--- config.mk ---
export PLATFORM = sky130hd
export DESIGN_NAME = keycode_cmd_decoder
export DESIGN_NICKNAME = d
export VERILOG_FILES = /design/src/rtl/keycode_cmd_decoder.sv
export SDC_FILE = /design/constraint.sdc
export NUM_CORES = 1
export LEC_CHECK = 0
export BUFFER_PORTS_ARGS = -buffer_cell sky130_fd_sc_hd__buf_2
export CORE_ASPECT_RATIO = 1.75
export CORE_MARGIN = 4
export CORE_UTILIZATION = 58
export DETAILED_ROUTE_END_ITERATION = 7
export GPL_ROUTABILITY_DRIVEN = 0
export PLACE_DENSITY = 0.79
export RECOVER_POWER = 50
export SLEW_MARGIN = 20
export SYNTH_ARGS = -nofsm -noshare
export SYNTH_HDL_FRONTEND = slang
export SYNTH_SLANG_ARGS = --single-unit
--- constraint.sdc ---
create_clock -name Clk -period 2.62 [get_ports Clk]
set_clock_uncertainty 0.1 [all_clocks]
set_input_delay 0.262 -clock Clk [delete_from_list [all_inputs] [get_ports Clk]]
set_output_delay 0.262 -clock Clk [all_outputs]
set_load 0.05 [all_outputs]
--- src/rtl/keycode_cmd_decoder.sv ---
// Turns the NIOS keycode PIO word into per-player move/bomb command tokens.
// Move keys auto-repeat on VGA frame ticks; each player has a valid/ready output port.
module keycode_cmd_decoder #(
    parameter int unsigned INIT_FRAMES   = 12,
    parameter int unsigned REPEAT_FRAMES = 4,
    parameter int unsigned CNT_W         = 6
) (
    input  logic        Clk,
    input  logic        Reset_n,
    input  logic [15:0] Keycode,
    input  logic        Frame_VS,
    input  logic        Cmd_Ready_1,
    output logic        Cmd_Valid_1,
    output logic        Cmd_Bomb_1,
    output logic [1:0]  Cmd_Dir_1,
    input  logic        Cmd_Ready_2,
    output logic        Cmd_Valid_2,
    output logic        Cmd_Bomb_2,
    output logic [1:0]  Cmd_Dir_2
);

    typedef enum logic [1:0] {StIdle, StHeldDelay, StHeldRepeat} state_e;

    localparam logic [CNT_W-1:0] InitCnt   = CNT_W'(INIT_FRAMES);
    localparam logic [CNT_W-1:0] RepeatCnt = CNT_W'(REPEAT_FRAMES);
    localparam logic [CNT_W-1:0] CntOne    = CNT_W'(1);

    // Returns {hit, dir} for one keycode slot of the selected player.
    function automatic logic [2:0] move_lookup(input logic [7:0] code, input logic p2);
        logic [2:0] r;
        r = 3'b000;
        if (!p2) begin
            case (code)
                8'h1A:   r = 3'b100;
                8'h16:   r = 3'b101;
                8'h04:   r = 3'b110;
                8'h07:   r = 3'b111;
                default: r = 3'b000;
            endcase
        end else begin
            case (code)
                8'h52:   r = 3'b100;
                8'h51:   r = 3'b101;
                8'h50:   r = 3'b110;
                8'h4F:   r = 3'b111;
                default: r = 3'b000;
            endcase
        end
        return r;
    endfunction

    logic [15:0]      key_q;
    logic             vs_s1_q, vs_s2_q, vs_s3_q;
    logic             tick;

    logic [2:0]       look0 [2];
    logic [2:0]       look1 [2];
    logic [1:0]       dec_hit, dec_bomb;
    logic [1:0]       dec_dir [2];

    logic [1:0]       prev_hit_q, prev_bomb_q;
    logic [1:0]       prev_dir_q [2];
    logic [1:0]       press, bomb_edge, queue_move;

    state_e           state_q [2];
    state_e           state_d [2];
    logic [CNT_W-1:0] cnt_q [2];
    logic [CNT_W-1:0] cnt_d [2];

    logic [1:0]       move_pend_q, move_pend_d, bomb_pend_q, bomb_pend_d;
    logic [1:0]       move_dir_q [2];
    logic [1:0]       move_dir_d [2];
    logic [1:0]       ready, valid, xfer;

    // Keycode register and Frame_VS synchronizer; stage 3 only serves edge detection.
    always_ff @(posedge Clk) begin
        if (!Reset_n) begin
            key_q   <= 16'h0000;
            vs_s1_q <= 1'b1;
            vs_s2_q <= 1'b1;
            vs_s3_q <= 1'b1;
        end else begin
            key_q   <= Keycode;
            vs_s1_q <= Frame_VS;
            vs_s2_q <= vs_s1_q;
            vs_s3_q <= vs_s2_q;
        end
    end

    assign tick = vs_s3_q & ~vs_s2_q;

    // Slot 0 wins when both slots carry a move key of the same player.
    always_comb begin
        for (int p = 0; p < 2; p++) begin
            look0[p]   = move_lookup(key_q[7:0], p == 1);
            look1[p]   = move_lookup(key_q[15:8], p == 1);
            dec_hit[p] = look0[p][2] | look1[p][2];
            dec_dir[p] = look0[p][2] ? look0[p][1:0] : look1[p][1:0];
        end
        dec_bomb[0] = (key_q[7:0] == 8'h2C) | (key_q[15:8] == 8'h2C);
        dec_bomb[1] = (key_q[7:0] == 8'h28) | (key_q[15:8] == 8'h28);
    end

    always_comb begin
        press      = '0;
        bomb_edge  = '0;
        queue_move = '0;
        for (int p = 0; p < 2; p++) begin
            press[p]     = dec_hit[p] & (~prev_hit_q[p] | (dec_dir[p] != prev_dir_q[p]));
            bomb_edge[p] = dec_bomb[p] & ~prev_bomb_q[p];
            state_d[p]   = state_q[p];
            cnt_d[p]     = cnt_q[p];
            if (!dec_hit[p]) begin
                state_d[p] = StIdle;
                cnt_d[p]   = '0;
            end else if (press[p]) begin
                queue_move[p] = 1'b1;
                cnt_d[p]      = '0;
                state_d[p]    = StHeldDelay;
            end else if (tick) begin
                case (state_q[p])
                    StHeldDelay: begin
                        if ((cnt_q[p] + CntOne) == InitCnt) begin
                            queue_move[p] = 1'b1;
                            cnt_d[p]      = '0;
                            state_d[p]    = StHeldRepeat;
                        end else begin
                            cnt_d[p] = cnt_q[p] + CntOne;
                        end
                    end
                    StHeldRepeat: begin
                        if ((cnt_q[p] + CntOne) == RepeatCnt) begin
                            queue_move[p] = 1'b1;
                            cnt_d[p]      = '0;
                        end else begin
                            cnt_d[p] = cnt_q[p] + CntOne;
                        end
                    end
                    default: ;
                endcase
            end
        end
    end

    // A new queue event takes priority over a same-cycle transfer, so it stays pending.
    always_comb begin
        ready = {Cmd_Ready_2, Cmd_Ready_1};
        valid = move_pend_q | bomb_pend_q;
        xfer  = valid & ready;
        for (int p = 0; p < 2; p++) begin
            move_pend_d[p] = queue_move[p] |
                             (move_pend_q[p] & ~(xfer[p] & ~bomb_pend_q[p]));
            move_dir_d[p]  = queue_move[p] ? dec_dir[p] : move_dir_q[p];
            bomb_pend_d[p] = bomb_edge[p] | (bomb_pend_q[p] & ~xfer[p]);
        end
    end

    always_ff @(posedge Clk) begin
        if (!Reset_n) begin
            prev_hit_q  <= '0;
            prev_bomb_q <= '0;
            move_pend_q <= '0;
            bomb_pend_q <= '0;
            for (int p = 0; p < 2; p++) begin
                prev_dir_q[p] <= 2'b00;
                state_q[p]    <= StIdle;
                cnt_q[p]      <= '0;
                move_dir_q[p] <= 2'b00;
            end
        end else begin
            prev_hit_q  <= dec_hit;
            prev_bomb_q <= dec_bomb;
            move_pend_q <= move_pend_d;
            bomb_pend_q <= bomb_pend_d;
            for (int p = 0; p < 2; p++) begin
                prev_dir_q[p] <= dec_dir[p];
                state_q[p]    <= state_d[p];
                cnt_q[p]      <= cnt_d[p];
                move_dir_q[p] <= move_dir_d[p];
            end
        end
    end

    // Bomb is presented ahead of any pending move.
    assign Cmd_Valid_1 = valid[0];
    assign Cmd_Bomb_1  = bomb_pend_q[0];
    assign Cmd_Dir_1   = bomb_pend_q[0] ? 2'b00 : move_dir_q[0];
    assign Cmd_Valid_2 = valid[1];
    assign Cmd_Bomb_2  = bomb_pend_q[1];
    assign Cmd_Dir_2   = bomb_pend_q[1] ? 2'b00 : move_dir_q[1];

endmodule

==> qor.csv <==
stage,metric,value,unit
floorplan,core area,4190,um^2
layout,fin util,0.674,
min_path,Min-Delay Path Class,primary input to flop,
clocking,CTS H-tree lvls,2,
grt,global-route wire length before repair,8.73,mm
logic_synthesis,post-synthesis simple-gate area fraction,0.293,
timing,final setup violating endpoints,0,
clocking,root buffer cell,clkbuf_8,
logic_synthesis,syn avg cell area,8.96,um^2
run,Max-Cap Viols,0,
logic_synthesis,Post-synth top cells,"dfxtp_1 (51), and2_1 (18), nor2_1 (17)",
clocking,post_cts resized,0,
timing,TNS Setup,0,ps
logic_synthesis,Compound-Gate Fraction of Synth Area,0.159,
floorplan,Die Y,95.9,um
logic_synthesis,largest family of logic cells by synthesized area,simple AND/OR/NAND/NOR gates,
critical_path,WP data required,2720,ps
min_path,Hold Path End,vs_s1_q$_SDFF_PN1_,
clocking,clock sinks,51,
floorplan,die width,58.2,um
timing,Slew @ Worst Pin,843,ps
power_and_ir_drop,Max rail drop VDD,0.556,mV
routing,Residual DRC,0,
layout,Nets,343,
routing,DRT antenna net count,0,
clocking,"CTS clk-pin slew, worst paths",80,ps
grt,vias in the first global route,2110,
critical_path,Worst R2R Setup Slack,260,ps
logic_synthesis,Yosys warnings,0,
routing,Total Wirelength,4.94,mm
routing,DR vias/cell,5.93,
layout,layout cells sized above 1,0.111,
logic_synthesis,number of flops mapped to enable cells by yosys,0,
logic_synthesis,most frequent cell after synthesis,dfxtp_1,
critical_path,RR Endpoint,cnt_q[0][9]$_SDFFE_PP0P_,
logic_synthesis,xor/xnor cell area share of the yosys netlist,0.0513,
routing,Avg WL per Cell,13.6,um
critical_path,kind of critical path,flop to flop,
clocking,CTS tree,built,
logic_synthesis,Adder-Cell Fraction of Synth Area,0.0342,
min_path,WHS Path Cells,2,
floorplan,row count,31,
critical_path,critical path arrival,2470,ps
logic_synthesis,post-synthesis sequential area ratio,0.399,
routing,total number of vias,2157,
clocking,cts hold-fix bufs,0,
timing,final hold violation count,0,
timing,Final min period,2360,ps
logic_synthesis,Mapped Nets,314,
logic_synthesis,fraction of synthesized area in multiplexers,0.0274,
timing,highest clock frequency the design can meet,423,MHz
grt,antenna violations before repair,0,
logic_synthesis,cell taking the most area after synthesis,dfxtp_1,
critical_path,CP Max Fanout,7,
logic_synthesis,Synth Register Bits,51,
layout,Antenna diodes,0,
critical_path,R2R Path Start,key_q[6]$_SDFF_PN0_,
outcome,status,"finished, final reports clean",
logic_synthesis,ys async rst share,0,
grt,total gr overflow,0,
grt,GRT Total Usage,0.198,
logic_synthesis,Synth area leaders,"dfxtp_1 (40%), and2_1 (4.4%), ha_1 (3.4%)",
critical_path,type of origin of the critical path,flop,
timing,period utilization,0.901,
floorplan,initial core utilization,0.611,
min_path,min-delay src,Frame_VS,
power_and_ir_drop,Pleak,1.10,nW
layout,area grow syn2layout,10.2,%
clocking,Clock Path Buffers,2,
critical_path,R2R depth,6,
clocking,setup repair bufs after CTS,0,
clocking,Num CTS Buffers,5,
routing,starting DRC count in detailed routing,55,
power_and_ir_drop,Power Dens Cells,488,nW/um^2
timing,Final Max Tran Viols,0,
logic_synthesis,post-synthesis cell count,286,
clocking,"Clk Latency, worst-skew pair",290,ps
floorplan,Ports,29,
timing,RSZ-0062 raised after global routing,false,
placement,placed wire-length estimate,3.87,mm
routing,DR pass1 iterations,4,
logic_synthesis,synth unique cells,54,
logic_synthesis,post-synth top area share,0.399,
critical_path,Setup crit end kind,flop,
logic_synthesis,synthesized cell area,2560,um^2
floorplan,die area,5590,um^2
logic_synthesis,main flop type after synthesis,dfxtp_1,
grt,largest net degree at the start of global routing,27,
placement,number of port buffers,28,
timing,slew margin rel.,0.438,
==> cells by family after synthesis <==
logic type / count (synthesis)
xor+xnor: 15
simple gates: 127
flops: 51
compound gates: 54
fa+ha+maj: 7
buf+inv: 25
mux: 7
==> through the flow <==
| step | instance area, um^2 | cells | total power, mW | hold slack (ps) | setup WS, ps |
|---|---|---|---|---|---|
| global placement | 2740 | 356 | 0.950 | 309 | 305 |
| floorplan | 2560 | 286 | 0.920 | 256 | 427 |
| CTS | 2830 | 363 | 1.40 | 38.2 | 234 |
| detailed placement | 2740 | 356 | 0.954 | 308 | 250 |
| global route | 2820 | 364 | 1.44 | 51.0 | 5.32 |
| finish | 2820 | 364 | 1.38 | 49.0 | 258 |
==> layer usage <==
metal  vias up  part of all wire  GRT usage
met2        44              0.56      0.376
met1      1010              0.37      0.199
met3        18             0.034     0.0349
met5         -                 0          0
li1       1085                 -          -
met4         0             0.036      0.103
==> state kept, by name, indices dropped and copies added (netlist names) <==
register / cells
bomb_pend_q: 2
cnt_q: 12
key_q: 16
move_dir_q: 4
move_pend_q: 2
prev_bomb_q: 2
prev_dir_q: 4
prev_hit_q: 2
state_q: 4
vs_s1_q: 1
vs_s2_q: 1
vs_s3_q: 1
==> cell usage in the layout (no fill, tap or decap), types with 5 or more instances in the layout <==
master	synthesis	final
a21oi_1	10	10
a31oi_1	6	6
and2_0	0	8
and2_1	18	10
buf_2	1	19
clkbuf_1	7	10
clkbuf_8	0	6
dfxtp_1	51	51
ha_1	7	7
inv_1	16	16
mux2i_1	7	7
nand2_1	16	16
nand2b_1	6	6
nand3_1	12	12
nand4_1	8	8
nor2_1	17	17
nor2b_1	13	13
nor3_1	5	5
nor3b_1	5	5
o21ai_0	7	7
xnor2_1	6	6
xor2_1	9	9
==> worst max-delay path by stage <==
stage | from | to | slack, ps
floorplan | key_q[5]$_SDFF_PN0_ | move_dir_q[0][0]$_SDFFE_PN0P_ | 430
global placement | key_q[5]$_SDFF_PN0_ | move_dir_q[0][1]$_SDFFE_PN0P_ | 300
detailed placement | key_q[12]$_SDFF_PN0_ | cnt_q[0][9]$_SDFFE_PP0P_ | 250
CTS | key_q[12]$_SDFF_PN0_ | cnt_q[0][9]$_SDFFE_PP0P_ | 230
global route | key_q[12]$_SDFF_PN0_ | cnt_q[0][9]$_SDFFE_PP0P_ | 5
finish | key_q[6]$_SDFF_PN0_ | cnt_q[0][9]$_SDFFE_PP0P_ | 260
==> power by group <==
group | switching, mW | total [mW] | internal (mW)
clock network | 0.236 | 0.443 | 0.208
logic | 0.0601 | 0.113 | 0.0529
registers | 0.0274 | 0.822 | 0.795
==> area by class of cell <==
| type | count | area, um^2 |
|---|---|---|
| well taps | 49 | 61.3 |
| repair buffers | 31 | 148 |
| multi-input cells | 210 | 1450 |
| flip-flops and latches | 51 | 1020 |
| fillers | 367 | 1370 |
| inverters | 16 | 60.1 |
| clock inverters | 1 | 5.00 |
| clock buffers | 6 | 82.6 |
==> critical path, stage by stage (launching register included) <==
cell	delay (ps)
dfxtp_1	400
or3b_1	420
nor4_1	430
o21a_1	170
a211o_1	170
nand4_1	300
a311oi_1	280
Power figures use the tool's default switching activity.
